[src/rtl/sdio_timeout_sched.sv]
// Shares one SDIO timeout timer between the CMD, BSY and RD wait agents and attributes expiries.
// Optional SDIO_TIMEOUT_RETRY_EN: re-arm the timer RETRY_MAX times before flagging an expiry.
module sdio_timeout_sched #(
  parameter int unsigned RETRY_MAX = 2
) (
  input  logic        sd_clk,
  input  logic        rst,
  input  logic [2:0]  req,
  input  logic [2:0]  done,
  input  logic [23:0] cfg_sel,
  input  logic [2:0]  clr_flag,
  input  logic        timeout_event,
  output logic        timeout_cnt_en,
  output logic [7:0]  timeout_cnt_sel,
  output logic [2:0]  grant,
  output logic [2:0]  timeout_flag,
  output logic        timeout_irq
);

  localparam int unsigned N_AG  = 3;
  localparam int unsigned SEL_W = 8;
  localparam int unsigned RC_W  = 2;

`ifdef SDIO_TIMEOUT_RETRY_EN
  localparam logic [RC_W-1:0] RETRY_LIM = RC_W'(RETRY_MAX);
`else
  // Zero limit makes the first expiry flag; RETRY_MAX has no effect here.
  localparam logic [RC_W-1:0] RETRY_LIM = RC_W'(RETRY_MAX * 0);
`endif

  typedef enum logic [1:0] {
    S_IDLE = 2'd0,
    S_RUN  = 2'd1,
    S_GAP  = 2'd2
  } state_t;

  state_t             r_state, w_state;
  logic [N_AG-1:0]    r_grant, w_grant;
  logic [SEL_W-1:0]   r_sel, w_sel;
  logic               r_en, w_en;
  logic [N_AG-1:0]    r_flag, w_flag;
  logic               r_irq, w_irq;
  logic [RC_W-1:0]    r_retry, w_retry;

  logic [N_AG-1:0]    w_elig;
  logic [N_AG-1:0]    w_pick;
  logic [SEL_W-1:0]   w_pick_sel;
  logic               w_own_done;
  logic               w_own_req;
  logic               w_retry_ok;

  // Fixed-priority pick among unflagged requesters: CMD > BSY > RD.
  always_comb begin
    w_elig     = req & ~r_flag;
    w_pick     = '0;
    w_pick_sel = '0;
    if (w_elig[0]) begin
      w_pick     = 3'b001;
      w_pick_sel = cfg_sel[7:0];
    end else if (w_elig[1]) begin
      w_pick     = 3'b010;
      w_pick_sel = cfg_sel[15:8];
    end else if (w_elig[2]) begin
      w_pick     = 3'b100;
      w_pick_sel = cfg_sel[23:16];
    end
  end

  assign w_own_done = |(done & r_grant);
  assign w_own_req  = |(req & r_grant);
  assign w_retry_ok = (r_retry != RETRY_LIM);

  always_comb begin
    w_state = r_state;
    w_grant = r_grant;
    w_sel   = r_sel;
    w_en    = 1'b0;
    w_irq   = 1'b0;
    w_retry = r_retry;
    w_flag  = r_flag & ~clr_flag;
    case (r_state)
      S_IDLE: begin
        if (|w_elig) begin
          w_grant = w_pick;
          w_sel   = w_pick_sel;
          w_en    = 1'b1;
          w_retry = '0;
          w_state = S_RUN;
        end
      end
      S_RUN: begin
        // Completion beats expiry; requests of other agents are ignored.
        if (w_own_done || !w_own_req) begin
          w_grant = '0;
          w_state = S_GAP;
        end else if (timeout_event) begin
          w_state = S_GAP;
          if (w_retry_ok) begin
            w_retry = r_retry + RC_W'(1);
          end else begin
            w_flag  = w_flag | r_grant;
            w_irq   = 1'b1;
            w_grant = '0;
          end
        end else begin
          w_en = 1'b1;
        end
      end
      S_GAP: begin
        // A grant still held here is a retry re-arm for the same agent.
        if ((r_grant != '0) && w_own_req && !w_own_done) begin
          w_en    = 1'b1;
          w_state = S_RUN;
        end else begin
          w_grant = '0;
          w_state = S_IDLE;
        end
      end
      default: begin
        w_grant = '0;
        w_state = S_IDLE;
      end
    endcase
  end

  always_ff @(posedge sd_clk or posedge rst) begin
    if (rst) begin
      r_state <= S_IDLE;
      r_grant <= '0;
      r_sel   <= '0;
      r_en    <= 1'b0;
      r_flag  <= '0;
      r_irq   <= 1'b0;
      r_retry <= '0;
    end else begin
      r_state <= w_state;
      r_grant <= w_grant;
      r_sel   <= w_sel;
      r_en    <= w_en;
      r_flag  <= w_flag;
      r_irq   <= w_irq;
      r_retry <= w_retry;
    end
  end

  assign timeout_cnt_en  = r_en;
  assign timeout_cnt_sel = r_sel;
  assign grant           = r_grant;
  assign timeout_flag    = r_flag;
  assign timeout_irq     = r_irq;

endmodule

[config.mk]
export PLATFORM = sky130hd
export DESIGN_NAME = sdio_timeout_sched
export DESIGN_NICKNAME = d
export VERILOG_FILES = /design/src/rtl/sdio_timeout_sched.sv
export SDC_FILE = /design/constraint.sdc
export NUM_CORES = 1
export LEC_CHECK = 0
export ABC_AREA = 0
export CORE_MARGIN = 2
export CORE_UTILIZATION = 50
export DETAILED_ROUTE_END_ITERATION = 12
export DONT_BUFFER_PORTS = 1
export SYNTH_ARGS = -nofsm -noshare
export SYNTH_HDL_FRONTEND = slang
export SYNTH_SLANG_ARGS = --single-unit
[constraint.sdc]
create_clock -name sd_clk -period 2.51 [get_ports sd_clk]
set_input_delay 0.6275 -clock sd_clk [delete_from_list [all_inputs] [get_ports sd_clk]]
set_output_delay 0.6275 -clock sd_clk [all_outputs]
set_load 0.01 [all_outputs]
=== After elaboration in Yosys (flattened, before gate mapping) ===
Cells that the tools add are included.

* Flip-flop bits (word level): 20
* Input bits: 36

* Multiplexer cells: 35
* Eq/ne operators: 9
* $add $sub $neg: 1
* Bitwise operators: 7
* Reduce and logical (&&, ||, !) cells: 16

{| class="wikitable"
|+ Operator list
! cell !! number
|-
| two-way mux 3 bit || 12
|-
| two-way mux 8 bit || 3
|-
| two-way mux 2 bit || 7
|-
| AND 3 bit || 4
|-
| != test 2 bit, second input constant || 5
|-
| two-way mux 1 bit || 9
|-
| case mux 3 bit (3 select lines) || 1
|-
| OR reduction 3 bit || 3
|-
| != test 3 bit, second input constant || 2
|-
| inverter 3 bit || 2
|-
| case mux 2 bit (3 select lines) || 1
|-
| AND reduction 5 bit || 1
|-
| case mux 2 bit (2 select lines) || 1
|-
| AND reduction 2 bit || 2
|-
| AND reduction 4 bit || 1
|-
| nonzero test 2 bit || 2
|-
| bitwise OR 3 bit || 1
|-
| case mux 1 bit (3 select lines) || 1
|-
| nonzero test 3 bit || 1
|-
| adder 2 x 1 -> 2 bit, second input constant || 1
|-
| equality test 2 x 1 -> 1 bit, second input constant || 1
|-
| equality test 2 bit, second input constant || 1
|-
| logical AND 1 bit || 2
|-
| logical NOT 1 bit || 2
|-
| 2 further kinds || 2
|}

=== Longest topological paths before layout ===
Gate-level depths: netlist (run 1).

* Word-level depth: 7
* Gate-level depth with buffers: 6
* Depth with buffers taken out: 6

=== Least setup slack after synthesis (run 1) ===
No wires, ideal clock.

* Kind: input to register
* Start: input port done[0]
* End: register r_retry[0]
* Setup time: 0.123 ns
* Stages: 4
* Path buffers: 0
* Data arrival time: 1.575 ns
* Setup slack: 0.812 ns
* Data required time: 2.387 ns
* Cell sequence: a222oi_1 nand2b_1 or3_4 mux2i_1

* Longest elaborated chain between the ends: 5

{| class="wikitable"
|+ RTL lines
! item !! line !! RTL
|-
| start: declaration || 9 || <nowiki>input logic [2:0] done,</nowiki>
|-
| AND 3 bit || 69 || <nowiki>assign w_own_done = |(done & r_grant);</nowiki>
|-
| OR reduction 3 bit || 69 ||
|-
| logical OR 1 bit || 93 || <nowiki>if (w_own_done || !w_own_req) begin</nowiki>
|-
| != test 2 bit (no line) || - ||
|-
| AND reduction 5 bit (no line) || - ||
|-
| end signal: assignment || 142 || <nowiki>r_retry <= w_retry;</nowiki>
|-
| end: declaration || 43 || <nowiki>logic [RC_W-1:0] r_retry, w_retry;</nowiki>
|}

No other way between the ends.
A chain may end at the register's enable or synchronous reset.

=== Worst setup path in the final report (run 1) ===
* Start: register r_grant[0], in the netlist grant[0]
* End: register r_flag[1], in the netlist timeout_flag[1]

* Longest elaborated chain between the ends: 6
* Elaborated cells on any way between the ends: 8
* Those cells by class: mux (2); bitwise (2); reduce/logical (4)

{| class="wikitable"
|+ RTL lines
! item !! line !! RTL
|-
| start: declaration || 38 || <nowiki>logic [N_AG-1:0] r_grant, w_grant;</nowiki>
|-
| start signal: assignment || 137 || <nowiki>r_grant <= w_grant;</nowiki>
|-
| AND 3 bit || 70 || <nowiki>assign w_own_req = |(req & r_grant);</nowiki>
|-
| OR reduction 3 bit || 70 ||
|-
| logical NOT 1 bit || 93 ||
|-
| logical OR 1 bit * || 93 ||
|-
| two-way mux 3 bit * || 93 ||
|-
| two-way mux 3 bit * || 81 || <nowiki>case (r_state)</nowiki>
|-
| via w_flag[1] || 41 || <nowiki>logic [N_AG-1:0] r_flag, w_flag;</nowiki>
|-
| end signal: assignment || 140 || <nowiki>r_flag <= w_flag;</nowiki>
|-
| end: declaration || 41 ||
|}

Mark *: on every way through the listed nets, which the timed path passes. The rest lies on a longest branch.

==> impl_metrics.yaml, run 1 <==
cells_and_area:
  multi_input_area_um2: 480
  area_growth_pct: 8.66
  fin_util_pct: 57.4
  diodes: 0
  n_fill_cell: 179
  num-nets-final: 149
  drive_above_1_share_pct: 11.7
  regArea_um2: 500
timing:
  setup_slack_ns: 0.774
  hold_viol: 0
  rsz0062_at_grt: "no"
  finalSetupTns_ns: 0
  max_slew_margin_pct: 47.4
  post-route-min-period_ns: 1.74
  tightest_slew_ns: 0.788
  timing.fmax_mhz: 576
  drv_slew: 0
  period_share_pct: 69.2
  clock_skew_ns: 0.00520
  setup_viol: 0
route:
  drt_iter0_drc: 16
  routed_wl_um: 2250
  via_per_inst: 6.15
  dr.pass1.iters: 4
  ant_nets: 0
  vias: 849
  drc_errors: 0
  post_drt_wl_per_cell_um: 16.3
worst_hold_path:
  worstHoldPathType: "in2async"
pwr:
  leakagePower_nw: 0.508
  powerDensity_mw_per_mm2: 948
  ir_worst_vdd_v: 0.000576
setup_path:
  end_kind: "register"
  max_stage_delay_ns: 0.50
  path_delay_family: "simple AND/OR/NAND/NOR gates"
  cp_max_fo: 7
  arrival_ns: 1.98
  required_ns: 2.75
  regToRegEndpoint: "timeout_flag[1]$_DFF_PP0_"
  r2r_setup_slack_ns: 0.77
  critPathSlowestCell: "dfrtp_1"
  critPathLaunch: "grant[0]$_DFFE_PP0P_"
  worstRegToRegCells: 4
  startpoint_type: "register"
  crit_buf_inv: 0
  critPathKind: "reg2reg"
  cp-endpoint: "timeout_flag[1]$_DFF_PP0_"
  r2r_start: "grant[0]$_DFFE_PP0P_"
  worst-path-stages: 4
  crit_chain: "a222oi_1 -> nand2b_1 -> nor3_1 -> a22o_1"
placement:
  pre_cts_slack_ns: 0.636
  finalWeightedCongestion: 0.708
  portBuffers: 0
  hpwl_um: 1700
cts:
  ctsRootBufferMaster: "clkbuf_4"
  cts_resized: 0
  cts_buffers: 3
  cts.sinks: 20
  clk_pin_slew_ns: 0.11
  clock_path_buffers: 2
  clk_latency_ns: 0.29
  postCtsSetupRepairBufs: 0
  htreeDepth: 1
  cts_tree: "yes"
  hold_buffers: 0
die:
  core_area_mm2: 0.00194
  die_w_um: 49.3
  dieArea_mm2: 0.00243
  die_h_um: 49.3
  placementRows: 16
  start_util_pct: 52.8
  io_pins: 52
run:
  cap_violations: 0
logic_synthesis:
  ys.flop_type: "dfrtp_1"
  yosysTopAreaCell: "dfrtp_1"
  syn-cell-area_mm2: 0.00103
  synth_edf_count: 0
  syn_inst: 108
  synth_top_area_share_pct: 48.8
  synth.distinct_cells: 27
  synth_commonest_cells: "dfrtp_1 (20), nand2_1 (14), nor2_1 (12), o31ai_1 (9), a221oi_1 (8)"
  async_flop_share_pct: 100
  yosys_warnings: 0
  syn-num-nets: 145
  yosysMostFrequentCell: "dfrtp_1"
  ys_seq_elements: 20
  yosysSeqAreaShare_pct: 48.8
  avgSynthCellArea_um2: 9.50
  synthTopCellsByArea: "dfrtp_1 (49%), a221oi_1 (6.8%), o31ai_1 (6.6%)"
grt:
  grt_max_degree: 21
  grtUsageTotal_pct: 19.6
  grt_first_pass_wirelength_um: 3640
  grt_pass1_vias: 832
  gr-total-overflow: 0
  antenna_found_initial: 0
outcome:
  status: "finished clean"
[registers in the layout, summed over array words and instances, names as in the netlist]
signal           count
timeout_irq          1
timeout_flag         3
r_state              2
grant                3
timeout_cnt_en       1
r_retry              2
timeout_cnt_sel      8
[area by class of cell]
class                   count  area share [%]
inverters                   7            2.36
multi-input cells          75            43.1
flip-flops and latches     20            44.9
clock buffers               4            3.25
well taps                  27            3.03
repair buffers              5            3.37
[placed cells by master, fill, tap and decap left out, drive strengths merged, types with 2 or more instances in the layout]
| cell | netlist | final |
|---|---|---|
| dfrtp | 20 | 20 |
| nand2 | 14 | 14 |
| nor2 | 12 | 12 |
| o31ai | 9 | 9 |
| a221oi | 8 | 8 |
| inv | 7 | 7 |
| nor2b | 5 | 5 |
| buf | 2 | 5 |
| clkbuf | 4 | 4 |
| nand2b | 3 | 3 |
| a21oi | 3 | 3 |
| a22o | 3 | 3 |
| a222oi | 2 | 2 |
| mux2i | 2 | 2 |
| nor3 | 2 | 2 |
| o21ai | 2 | 2 |
[power breakdown]
group	internal, mW	leakage (nW)	switching (mW)	total, mW
clock	0.0883	0.0210	0.0944	0.183
sequential	0.424	0.259	0.126	0.550
combinational	0.142	0.228	0.183	0.324
total	0.654	0.508	0.403	1.06
[per-layer routing]
layer / vias up / track usage (%) / wire length, um
met5: - / 0 / 0
met1: 409 / 24.7 / 916
met2: 40 / 31.1 / 1130
li1: 398 / - / -
met3: 2 / 5.83 / 192
met4: 0 / 8.57 / 12
[worst min-delay path by stage]
| stage | start | end | slack [ns] | cells past startpoint |
|---|---|---|---|---|
| 2_1_floorplan | r_retry[0]$_DFFE_PP0P_ | r_retry[0]$_DFFE_PP0P_ | 0.44 | 1 |
| 3_3_place_gp | r_retry[0]$_DFFE_PP0P_ | r_retry[0]$_DFFE_PP0P_ | 0.47 | 1 |
| 3_5_place_dp | r_retry[0]$_DFFE_PP0P_ | r_retry[0]$_DFFE_PP0P_ | 0.48 | 1 |
| 4_1_cts | rst | timeout_cnt_sel[0]$_DFFE_PP0N_ | 0.36 | 1 |
| 5_1_grt | rst | timeout_cnt_sel[0]$_DFFE_PP0N_ | 0.40 | 1 |
| 6_report | rst | r_retry[1]$_DFFE_PP0P_ | 0.36 | 1 |
[cells by family (layout without fill, tap and decap cells)]
kind of cell             count (synthesis)  after routing  synth area share [%]
AND/OR/NAND/NOR                         40             40                  18.5
AO/OA/AOI/OAI                           32             32                  24.6
flip-flops                              20             20                  48.8
multiplexers                             2              2                  1.95
buffers and inverters                   13             16                  4.88
adder cells (fa/ha/maj)                  1              1                  1.22
[per-stage QoR]
stage / std cells / instance area, um2 / power [mW] / hold slack, ns
after floorplan: 108 / 1030 / 0.779 / 0.445
after global placement: 134 / 1080 / 0.872 / 0.465
after detailed placement: 134 / 1080 / 0.884 / 0.475
after CTS: 138 / 1110 / 1.07 / 0.364
after global routing: 138 / 1110 / 1.14 / 0.399
final: 138 / 1110 / 1.06 / 0.355
[worst reg2reg max path: cells and delay by family (launching register included)]
family	cells	cell delay, ns
and+or+nand+nor	2	0.62
DFF	1	0.50
AOI/OAI and AO/OA	2	0.57
No activity file was read; power rests on OpenSTA's default activity.
==> inputs of run 2 (changes only) <==
==> constraint.sdc (replaced) <==
create_clock -name sd_clk -period 1.64 [get_ports sd_clk]
set_input_delay 0.41 -clock sd_clk [delete_from_list [all_inputs] [get_ports sd_clk]]
set_output_delay 0.41 -clock sd_clk [all_outputs]
set_load 0.01 [all_outputs]
==> impl_metrics.yaml, run 2 (synthesis results as in run 1) <==
timing:
  max_slew_margin_pct: 70.2
  drv_slew: 0
  hold_viol: 0
  whs_ns: 0.252
  period_share_pct: 98.5
  rsz0062_at_grt: "yes"
  setup_viol: 0
  tightest_slew_ns: 0.442
  clock_skew_ns: 0.00399
  timing.fmax_mhz: 619
  post-route-min-period_ns: 1.62
setup_path:
  startpoint_type: "register"
  end_kind: "register"
  arrival_ns: 1.80
  critPathKind: "reg2reg"
  cp_max_fo: 6
  required_ns: 1.82
pwr:
  ir_worst_vdd_v: 0.000836
  leakagePower_nw: 0.541
  powerDensity_mw_per_mm2: 1350
  finalPower_mw: 1.59
die:
  placementRows: 16
  dieArea_mm2: 0.00243
  die_h_um: 49.3
  start_util_pct: 52.8
  io_pins: 52
  die_w_um: 49.3
  core_area_mm2: 0.00194
cells_and_area:
  largest_reg_flops: 8
  num-nets-final: 155
  diodes: 0
  area_growth_pct: 14.6
  drive_above_1_share_pct: 17.2
  finalNonFillerCells: 143
  final_cell_mix: "dfrtp_1 (20), nand2_1 (14), nor2_1 (12), buf_4 (9)"
  fin_util_pct: 60.6
  layout_commonest_cell: "dfrtp_1"
placement:
  dp.cells: 138
  finalWeightedCongestion: 0.837
  hpwl_um: 1770
  portBuffers: 0
grt:
  grt_pass1_vias: 835
  grt_first_pass_wirelength_um: 3790
  grtUsageTotal_pct: 20.7
  grt_max_degree: 21
  gr-total-overflow: 0
  antenna_found_initial: 0
route:
  post_drt_wl_per_cell_um: 16.3
  vias: 859
  drc_errors: 0
  via_per_inst: 6.01
  dr.pass1.iters: 4
  drt_iter0_drc: 34
  ant_nets: 0
  routed_wl_um: 2340
cts:
  cts.sinks: 20
  clock_path_buffers: 2
  ctsRootBufferMaster: "clkbuf_4"
  clk_pin_slew_ns: 0.10
  cts_tree: "yes"
  clk_latency_ns: 0.29
  cts_buffers: 3
  htreeDepth: 1
outcome:
  status: "finished clean"
run:
  cap_violations: 0
worst_hold_path:
  worstHoldPathType: "in2reg"
[run 2: cell types whose count changed in the layout (fill, tap and decap cells not counted)]
cell,before,now
nor2b_4,0,1
nor3_1,2,1
clkbuf_8,1,0
nor2b_2,0,1
buf_4,5,9
buf_12,0,1
nor3_2,0,1
dlygate4sd3_1,0,1
nor2b_1,5,3
[run 2: path summary, 6_finish.rpt]
path                                   startpoint                  endpoint  slack, ns  cells past startpoint
setup / recovery             grant[1]$_DFFE_PP0P_      grant[1]$_DFFE_PP0P_       0.02                      4
hold / removal                      timeout_event    r_state[1]$_DFFE_PP0P_       0.25                      2
setup reg to reg             grant[1]$_DFFE_PP0P_      grant[1]$_DFFE_PP0P_       0.02                      4
hold reg to reg            r_retry[0]$_DFFE_PP0P_    r_retry[0]$_DFFE_PP0P_       0.48                      1
max in group asynchronous                     rst    r_state[1]$_DFFE_PP0P_       0.63                      3
min in group asynchronous                     rst  timeout_cnt_en$_DFF_PP0_       0.53                      2
[run 2: routing by layer]
metal	part of all wire, %	GRT usage [%]	vias to the layer above
met5	0	0	-
met4	1.2	8.57	0
met3	6.2	4.60	4
met2	49	30.2	26
met1	43	29.3	418
li1	-	-	411
[run 2: report_power, final]
group	total, mW	switching (mW)	internal (mW)	leakage, nW
Clock	0.217	0.131	0.0854	0.0138
Combinational	0.553	0.311	0.242	0.268
Sequential	0.821	0.172	0.649	0.259
[run 2: critical path, stage by stage, from the launching register on]
cell      delay [ns]
dfrtp_1         0.43
a222oi_1        0.36
nand2b_1        0.28
a21oi_1         0.12
a211o_1         0.33
[run 2: per-stage QoR]
step / setup WS (ns) / TNS (ns) / area [um2]
3_3_place_gp: 0.0360 / 0 / 1120
5_1_grt: -0.0141 / -0.0275 / 1180
3_5_place_dp: -0.0583 / -0.0745 / 1120
2_1_floorplan: 0.0726 / 0 / 1030
4_1_cts: 0.0210 / 0 / 1160
6_report: 0.0238 / 0 / 1180
[run 2: what timing repair did]
| item | CTS | global route |
|---|---|---|
| resized for setup | 2 | 2 |
| setup buffers | 0 | 1 |
| setup endpoints to repair | 7 | 11 |
| pin swaps | 0 | 2 |
| hold buffers | 1 | 0 |
| gates cloned | 0 | 0 |
| endpoints found under the hold margin | 9 | 0 |
[run 2: cell type report]
type,count,area [um2]
Fill cell,176,766
Tap cell,27,33.8
Multi-Input combinational cell,75,495
Inverter,7,26.3
Timing Repair Buffer,11,97.6
Sequential cell,20,500
Clock buffer,3,22.5
